**config.mk**
```make
export PLATFORM = sky130hd
export DESIGN_NAME = tan_series_seq
export DESIGN_NICKNAME = d
export VERILOG_FILES = /design/src/rtl/tan_series_pkg.sv /design/src/rtl/seq_restoring_div.sv /design/src/rtl/tan_series_seq.sv
export SDC_FILE = /design/constraint.sdc
export NUM_CORES = 1
export LEC_CHECK = 0
export CAP_MARGIN = 0
export CELL_PAD_IN_SITES_DETAIL_PLACEMENT = 1
export CELL_PAD_IN_SITES_GLOBAL_PLACEMENT = 1
export CORE_MARGIN = 5
export CORE_UTILIZATION = 31
export DETAILED_ROUTE_END_ITERATION = 6
export HOLD_SLACK_MARGIN = 0.1
export MAX_ROUTING_LAYER = met4
export PLACE_DENSITY = 0.65
export SLEW_MARGIN = 0
export SYNTH_ARGS = -nofsm -noshare
export SYNTH_HDL_FRONTEND = slang
export SYNTH_HIERARCHICAL = 1
export SYNTH_SLANG_ARGS = --single-unit
```
**constraint.sdc**
```tcl
create_clock -name clk -period 14.2 [get_ports clk]
set_clock_uncertainty 0.15 [all_clocks]
set_input_delay 2.13 -clock clk [delete_from_list [all_inputs] [get_ports clk]]
set_output_delay 2.13 -clock clk [all_outputs]
set_load 0.02 [all_outputs]
```
**src/rtl/tan_series_pkg.sv**
```systemverilog
// tan_series_pkg: shared coefficients, divider width and FSM states for the tangent series evaluator.
package tan_series_pkg;
   localparam int DIV_W = 9;
   localparam int COEF_N [0:3] = '{1, 1, 2, 17};
   localparam int COEF_D [0:3] = '{1, 3, 15, 315};
   typedef enum logic [2:0] {S_IDLE, S_INIT, S_POW, S_DIV, S_SCALE, S_ACC, S_DONE} state_t;
endpackage

```
**src/rtl/seq_restoring_div.sv**
```systemverilog
// seq_restoring_div: restoring divider producing one quotient bit per step, MSB first.
module seq_restoring_div #(
   parameter int WIDTH = 6,
   parameter int DW    = 9
) (
   input  logic             clk,
   input  logic             rst,
   input  logic             load,
   input  logic             step,
   input  logic [WIDTH-1:0] dividend,
   input  logic [DW-1:0]    divisor,
   output logic [WIDTH-1:0] quotient
);
   logic [DW-1:0]    rem;
   logic [WIDTH-1:0] a;
   logic [DW:0]      trial, diff;
   logic             ge;
   assign trial    = {rem, a[WIDTH-1]};
   assign diff     = trial - {1'b0, divisor};
   assign ge       = trial >= {1'b0, divisor};
   assign quotient = a;
   // dividend bits shift out of the top of a while quotient bits shift in at the bottom
   always_ff @(posedge clk) begin
      if (rst) begin
         rem <= '0;
         a   <= '0;
      end else if (load) begin
         rem <= '0;
         a   <= dividend;
      end else if (step) begin
         rem <= ge ? diff[DW-1:0] : trial[DW-1:0];
         a   <= {a[WIDTH-2:0], ge};
      end
   end
endmodule

```
**src/rtl/tan_series_seq.sv**
```systemverilog
// tan_series_seq: multi-cycle truncated tangent series x + x^3/3 + 2x^5/15 + 17x^7/315 with sticky overflow.
module tan_series_seq
   import tan_series_pkg::*;
#(
   parameter int WIDTH = 6,
   parameter int TERMS = 3
) (
   input  logic             clk,
   input  logic             rst,
   input  logic             start,
   input  logic [WIDTH-1:0] x_in,
   output logic             busy,
   output logic             done,
   output logic [WIDTH-1:0] result,
   output logic             overflow
);
   localparam int DW = WIDTH > DIV_W ? WIDTH : DIV_W;
   localparam int MW = WIDTH > 5 ? WIDTH : 5;
   localparam int CW = $clog2(WIDTH);
   state_t           state, state_n;
   logic [WIDTH-1:0] x_r, x2, p, acc, t, quo, addend;
   logic [1:0]       k;
   logic [CW-1:0]    cnt;
   logic             pow_ovf, zero_t, ovf_m, last_k;
   logic [MW-1:0]    ma, mb;
   logic [2*MW-1:0]  prod;
   logic [WIDTH:0]   sum;
   // one multiplier shared by x*x (INIT), p*x2 (POW) and q*N_k (SCALE)
   assign ma     = state == S_INIT ? MW'(x_r) : state == S_POW ? MW'(p)  : MW'(quo);
   assign mb     = state == S_INIT ? MW'(x_r) : state == S_POW ? MW'(x2) : MW'(COEF_N[k]);
   assign prod   = {{MW{1'b0}}, ma} * {{MW{1'b0}}, mb};
   assign ovf_m  = |prod[2*MW-1:WIDTH];
   assign addend = zero_t ? '0 : t;
   assign sum    = {1'b0, acc} + {1'b0, addend};
   assign last_k = k == 2'(TERMS - 1);
   assign busy   = state != S_IDLE;
   assign done   = state == S_DONE;
   seq_restoring_div #(.WIDTH(WIDTH), .DW(DW)) u_div (
      .clk      (clk),
      .rst      (rst),
      .load     (state == S_POW),
      .step     (state == S_DIV),
      .dividend (prod[WIDTH-1:0]),
      .divisor  (DW'(COEF_D[k])),
      .quotient (quo)
   );
   always_ff @(posedge clk) begin
      if (rst) state <= S_IDLE;
      else state <= state_n;
   end
   always_comb begin
      state_n = state;
      case (state)
         S_IDLE:  state_n = start ? S_INIT : S_IDLE;
         S_INIT:  state_n = TERMS == 1 ? S_DONE : S_POW;
         S_POW:   state_n = S_DIV;
         S_DIV:   state_n = cnt == CW'(WIDTH - 1) ? S_SCALE : S_DIV;
         S_SCALE: state_n = S_ACC;
         S_ACC:   state_n = last_k ? S_DONE : S_POW;
         default: state_n = S_IDLE;
      endcase
   end
   always_ff @(posedge clk) begin
      if (rst) begin
         x_r      <= '0;
         x2       <= '0;
         p        <= '0;
         acc      <= '0;
         t        <= '0;
         k        <= '0;
         cnt      <= '0;
         pow_ovf  <= 1'b0;
         zero_t   <= 1'b0;
         result   <= '0;
         overflow <= 1'b0;
      end else begin
         case (state)
            S_IDLE: if (start) begin
               x_r      <= x_in;
               overflow <= 1'b0;
            end
            S_INIT: begin
               acc      <= x_r;
               p        <= x_r;
               x2       <= prod[WIDTH-1:0];
               pow_ovf  <= ovf_m;
               overflow <= ovf_m;
               k        <= 2'd1;
               if (TERMS == 1) result <= x_r;
            end
            S_POW: begin
               p   <= prod[WIDTH-1:0];
               cnt <= '0;
               if (ovf_m) begin
                  pow_ovf  <= 1'b1;
                  overflow <= 1'b1;
               end
            end
            S_DIV: cnt <= cnt + 1'b1;
            S_SCALE: begin
               t      <= prod[WIDTH-1:0];
               zero_t <= pow_ovf | ovf_m;
               if (ovf_m) overflow <= 1'b1;
            end
            S_ACC: begin
               acc <= sum[WIDTH-1:0];
               if (sum[WIDTH]) overflow <= 1'b1;
               if (last_k) result <= sum[WIDTH-1:0];
               else k <= k + 1'b1;
            end
            default: ;
         endcase
      end
   end
endmodule

```
### After elaboration in Yosys (flattened, before gate mapping)

Index checks and enable logic that the tools add are counted.

| storage, ports and cells | value |
|---|---|
| register bits after elaboration | 62 |
| word-level logic and storage cells | 78 |

| operators by class | value |
|---|---|
| add/subtract/negate cells | 4 |
| multiply operators | 1 |
| magnitude comparators | 2 |
| equal/unequal tests | 13 |
| muxes and demuxes | 28 |
| bitwise gates (word level) | 2 |
| reduce and logical (&&, ||, !) cells | 14 |

Operators with widths:

| operator | number |
|---|---|
| binary-select mux 32 bit (select 2 bit) | 2 |
| 2-to-1 mux 6 bit | 9 |
| 2-to-1 mux 9 bit | 3 |
| one-hot mux 6 bit (2 select lines) | 2 |
| one-hot mux 3 bit (6 select lines) | 1 |
| == test 3 bit, second input constant | 4 |
| multiplier 6 x 6 -> 12 bit | 1 |
| greater-or-equal comparator 10 x 9 -> 1 bit | 1 |
| subtractor 9 bit | 1 |
| != test 2 bit, second input constant | 4 |
| AND reduction 2 bit | 4 |
| adder 6 x 6 -> 7 bit | 1 |
| == test 3 x 2 -> 1 bit, second input constant | 2 |
| 2-to-1 mux 3 bit | 2 |
| one-hot mux 3 bit (2 select lines) | 1 |
| nonzero test 2 bit | 3 |
| OR reduction 6 bit | 1 |
| 2-to-1 mux 1 bit | 4 |
| one-hot mux 1 bit (4 select lines) | 1 |
| one-hot mux 2 bit (2 select lines) | 1 |
| AND reduction 4 bit | 1 |
| nonzero test 4 bit | 1 |
| OR reduction 2 bit | 2 |
| adder 3 x 1 -> 3 bit, second input constant | 1 |
| other kinds (11) | 11 |

### Depth between registers and ports, before layout

| logic depth | value |
|---|---|
| depth after elaboration | 10 |
| depth in mapped cells | 22 |

### Modules after synthesis

Netlist, hierarchy kept.

Modules (own cells, without submodules):

| module | times used | cells each | area each (um2) | seq. area each (um2) |
|---|---|---|---|---|
| tan_series_seq | 1 | 445 | 3619.7 | 940.9 |
| seq_restoring_div | 1 | 145 | 1181.1 | 300.3 |

### Worst setup path after synthesis

OpenSTA, ideal clock, no wires.

| timing path | value |
|---|---|
| path kind | register to register |
| from | register state[1] |
| to | register overflow |
| library setup time | 0.134 ns |
| data arrival time | 4.241 ns |
| path slack | 9.675 ns |
| cell stages (with the launch flop) | 19 |
| clock period less this slack | 4.525 ns |
| cell sequence | dfxtp_1 > buf_4 > and2b_1 > nand2b_2 > buf_4 > mux2i_1 > o21ai_1 > nand2_1 > fa_1 > inv_1 > fa_1 > fa_1 > ha_1 > a21o_1 > a21oi_1 > a211oi_1 > a41oi_1 > and4_1 > a41oi_1 |

| between the ends | value |
|---|---|
| word-level cells in the longest chain between the ends | 7 |
| elaborated cells on any way between the ends | 18 |

RTL lines:

| item | RTL line | text |
|---|---|---|
| start: declaration | tan_series_seq.sv:20 | `state_t state, state_n;` |
| start signal: assignment | tan_series_seq.sv:49 | `else state <= state_n;` |
| == test 3 x 2 -> 1 bit | tan_series_seq.sv:29, tan_series_seq.sv:30, tan_series_seq.sv:77 |  |
| 2-to-1 mux 6 bit, on equally long branches (2 in series) | tan_series_seq.sv:29, tan_series_seq.sv:30 |  |
| multiplier 6 x 6 -> 12 bit | tan_series_seq.sv:31 | `assign prod = {{MW{1'b0}}, ma} * {{MW{1'b0}}, mb};` |
| OR reduction 6 bit | tan_series_seq.sv:32 | `assign ovf_m = \|prod[2*MW-1:WIDTH];` |
| != test 2 x 1 -> 1 bit (no line) | - |  |
| AND reduction 4 bit (no line) | - |  |
| end signal: assignment | tan_series_seq.sv:87 | `overflow <= ovf_m;` |
| end: declaration | tan_series_seq.sv:15 | `output logic overflow` |

Parallel ways exist; a longest one is shown, timed or not.
A chain may end at the register's enable or synchronous reset.

### Final worst setup path

| timing path | value |
|---|---|
| from | register state[0] |
| to | register overflow |

The elaborated chain is that of the path after synthesis.

==> impl_metrics.yaml <==
logic_synthesis:
  netlist_area_um2: 4800
  post-synth-top-area-fraction: 0.259
  synth_edf_count: 0
  synth-simple-area-share: 0.215
  synthAdderAreaFrac: 0.186
  synthDistinctLibCells: 69
  synth_mux_area_frac: 0.0584
  yosys-top-cells-area: "dfxtp_1 26%, ha_1 11%, fa_1 7.9%"
  synth_compound_gate_area_share: 0.195
  ys_ff_latch: 62
  avgSynthCellArea_um2: 8.14
  synth_top_family_by_area: "simple AND/OR/NAND/NOR gates"
  ys.warnings.count: 6
  syn_inst: 590
  async_reset_ff_frac: 0
  synth_largest_area_cell: "dfxtp_1"
  synth_flop_cell: "dfxtp_1"
  yosysSeqAreaShare: 0.259
  synth_xor_area_frac: 0.0182
hold_path:
  min_from: "result[2]"
  min_path_cells: 2
  hold-path-endpoint: "result[2]"
  min_path_type: "reg2reg"
critical_path:
  start_kind: "flip-flop"
  setup.worst_path.class: "reg2reg"
  rr_startpoint: "state[0]"
  ff2ff_setup_slack_ns: 8.52
  reg2reg_to: "overflow"
  cp-end-kind: "flip-flop"
  path_max_fanout: 17
  cp.arrival_ns: 5.73
  rr_worst_depth: 17
  required_ns: 14.25
global_routing:
  gr-total-overflow: 0
  antenna_found_initial: 0
  grt_pass1_vias: 4439
  grt_pass1_wl_mm: 22.1
  grt_max_degree: 54
  track_usage: 0.156
clock_network:
  cts_root_buf: "clkbuf_16"
  cts_buffers: 9
  cts_tree: "done"
  cts_setup_buffers: 0
  cts_max_level: 3
  clockBufferDepth: 2
  ctsResizeCount: 0
  clock_sinks: 62
  clk_latency_ns: 0.33
  path_clk_slew_ns: 0.06
  holdBufCountCts: 0
placement:
  dpl.hpwl_mm: 10.1
  portBuffers: 17
  place.gp.congestion: 0.833
cells_and_area:
  final.fill_count: 1819
  multi_input_area_um2: 3240
  final_util: 0.358
  drive_gt1_frac: 0.0728
  syn2layout_area_growth_pct: 13.4
  regArea_um2: 1240
  num_antenna_cells: 0
  final_cell_mix: "79 x nand2_1, 62 x dfxtp_1, 61 x nor2_1"
  final_common_cell: "nand2_1"
  nets: 668
route:
  wl_met2_mm: 6.30
  highest-signal-layer: "met4"
  drtAntennaViolNets: 0
  wl_met1_mm: 6.31
  met3_length_um: 330
  wl_per_cell_um: 16.6
  route.detailed.drc: 0
  drt_iter0_drc: 233
  dr.pass1.iters: 5
  vias: 4181
  wl_mm: 13.2
  vias_per_cell: 5.28
timing:
  rsz0062_at_grt: "false"
  max_freq_ghz: 0.176
  finalHoldViolCount: 0
  drv_slew: 0
  worst_pin_slew_ns: 1.03
  setup_viol: 0
  period_minus_slack_ns: 5.68
  tns_ns: 0
  slew_headroom: 0.311
  period_share: 0.400
pwr:
  finalPower_uw: 530
  ir_drop_mv: 0.0434
  power.leakage_nw: 2.17
  power_density_nw_per_um2: 97.3
floorplan:
  die_area_um2: 18100
  row_count: 45
  die_h_um: 134
  core_um2: 15200
  dieWidth_um: 134
  start_util: 0.316
  boundaryPins: 18
run_status:
  outcome: "complete, no violations"
job:
  max_cap_viol_count: 0
worst max-delay path: stages, from the launching register on:
cell and delay [ns]:
dfxtp_1 0.63, nor2b_1 0.19, buf_4 0.24, nand2b_1 0.42
and3_1 0.35, nor2_1 0.21, nand2_1 0.11, fa_1 0.51
fa_1 0.53, fa_1 0.54, inv_1 0.04, ha_1 0.34
nor2b_1 0.17, o2111ai_1 0.27, a211oi_1 0.14, a41oi_1 0.22
and4_1 0.32, a41oi_1 0.14
Yosys cell counts (5+ instances only):
master    count
a31oi_1       7
nand4_1       5
nor2_1       61
o21ai_1       6
dfxtp_1      62
o21ai_0      17
and2_1        5
buf_4         5
nand3_1       7
inv_1        49
fa_1         19
ha_1         41
a211oi_1     10
nor2b_1      12
a22oi_1       5
nand2_1      79
nor3_1        6
nand2b_1     11
clkbuf_1     12
mux2i_1      28
a21oi_1      47
buf_2         7
nand3b_1     11
xnor2_1       7
power breakdown:
group          leakage (nW)  total (mW)  switching (mW)  internal [mW]
Clock                 0.161       0.245          0.0891          0.156
Combinational          1.50      0.0964          0.0605         0.0359
Sequential            0.503       0.189         0.00790          0.181
through the flow:
step	instances	cell area, um2	hold slack (ns)	setup slack (ns)
CTS	792	5450	0.310	8.55
detailed placement	776	5120	0.299	8.60
finish	792	5450	0.308	8.52
global placement	776	5120	0.294	8.84
floorplan	591	4800	0.282	9.68
global route	792	5450	0.329	8.18
flip-flops by register name (all words and copies together), names as in the netlist:
name,cells
t,6
k,2
x_r,6
u_div/quotient,6
p,6
cnt,3
overflow,1
state,3
pow_ovf,1
x2,6
acc,6
u_div/rem,9
result,6
zero_t,1
routing by layer:
layer,vias to the layer above,track usage
li1,2051,-
met1,2055,0.196
met2,54,0.256
met3,21,0.0240
met4,0,0.0503
met5,-,-
kinds of logic (layout without fill, tap and decap cells):
logic type                 count (synthesis)  after routing
and+or+nand+nor                          216            216
AOI/OAI and AO/OA                        135            135
buffers and inverters                     77             90
DFF                                       62             62
adders and majority gates                 60             60
muxes                                     28             28
xor gates and xnor gates                  10             10
other                                      2              3
cell type report:
class,instances,share of cell area
multi-input combinational,452,0.595
clock inverter,7,0.0191
tap,188,0.0432
inverter,51,0.0351
clock buffer,9,0.0414
sequential,62,0.228
timing repair buffer,23,0.0386
how the worst max path moves through the flow:
| stage | from | to | cells past startpoint |
|---|---|---|---|
| 6_report | state[0] | overflow | 17 |
| 3_3_place_gp | state[0] | overflow | 17 |
| 4_1_cts | state[0] | overflow | 17 |
| 5_1_grt | state[0] | overflow | 17 |
| 2_1_floorplan | state[1] | overflow | 18 |
| 3_5_place_dp | state[0] | overflow | 17 |
(Power assumes the default switching activity.)
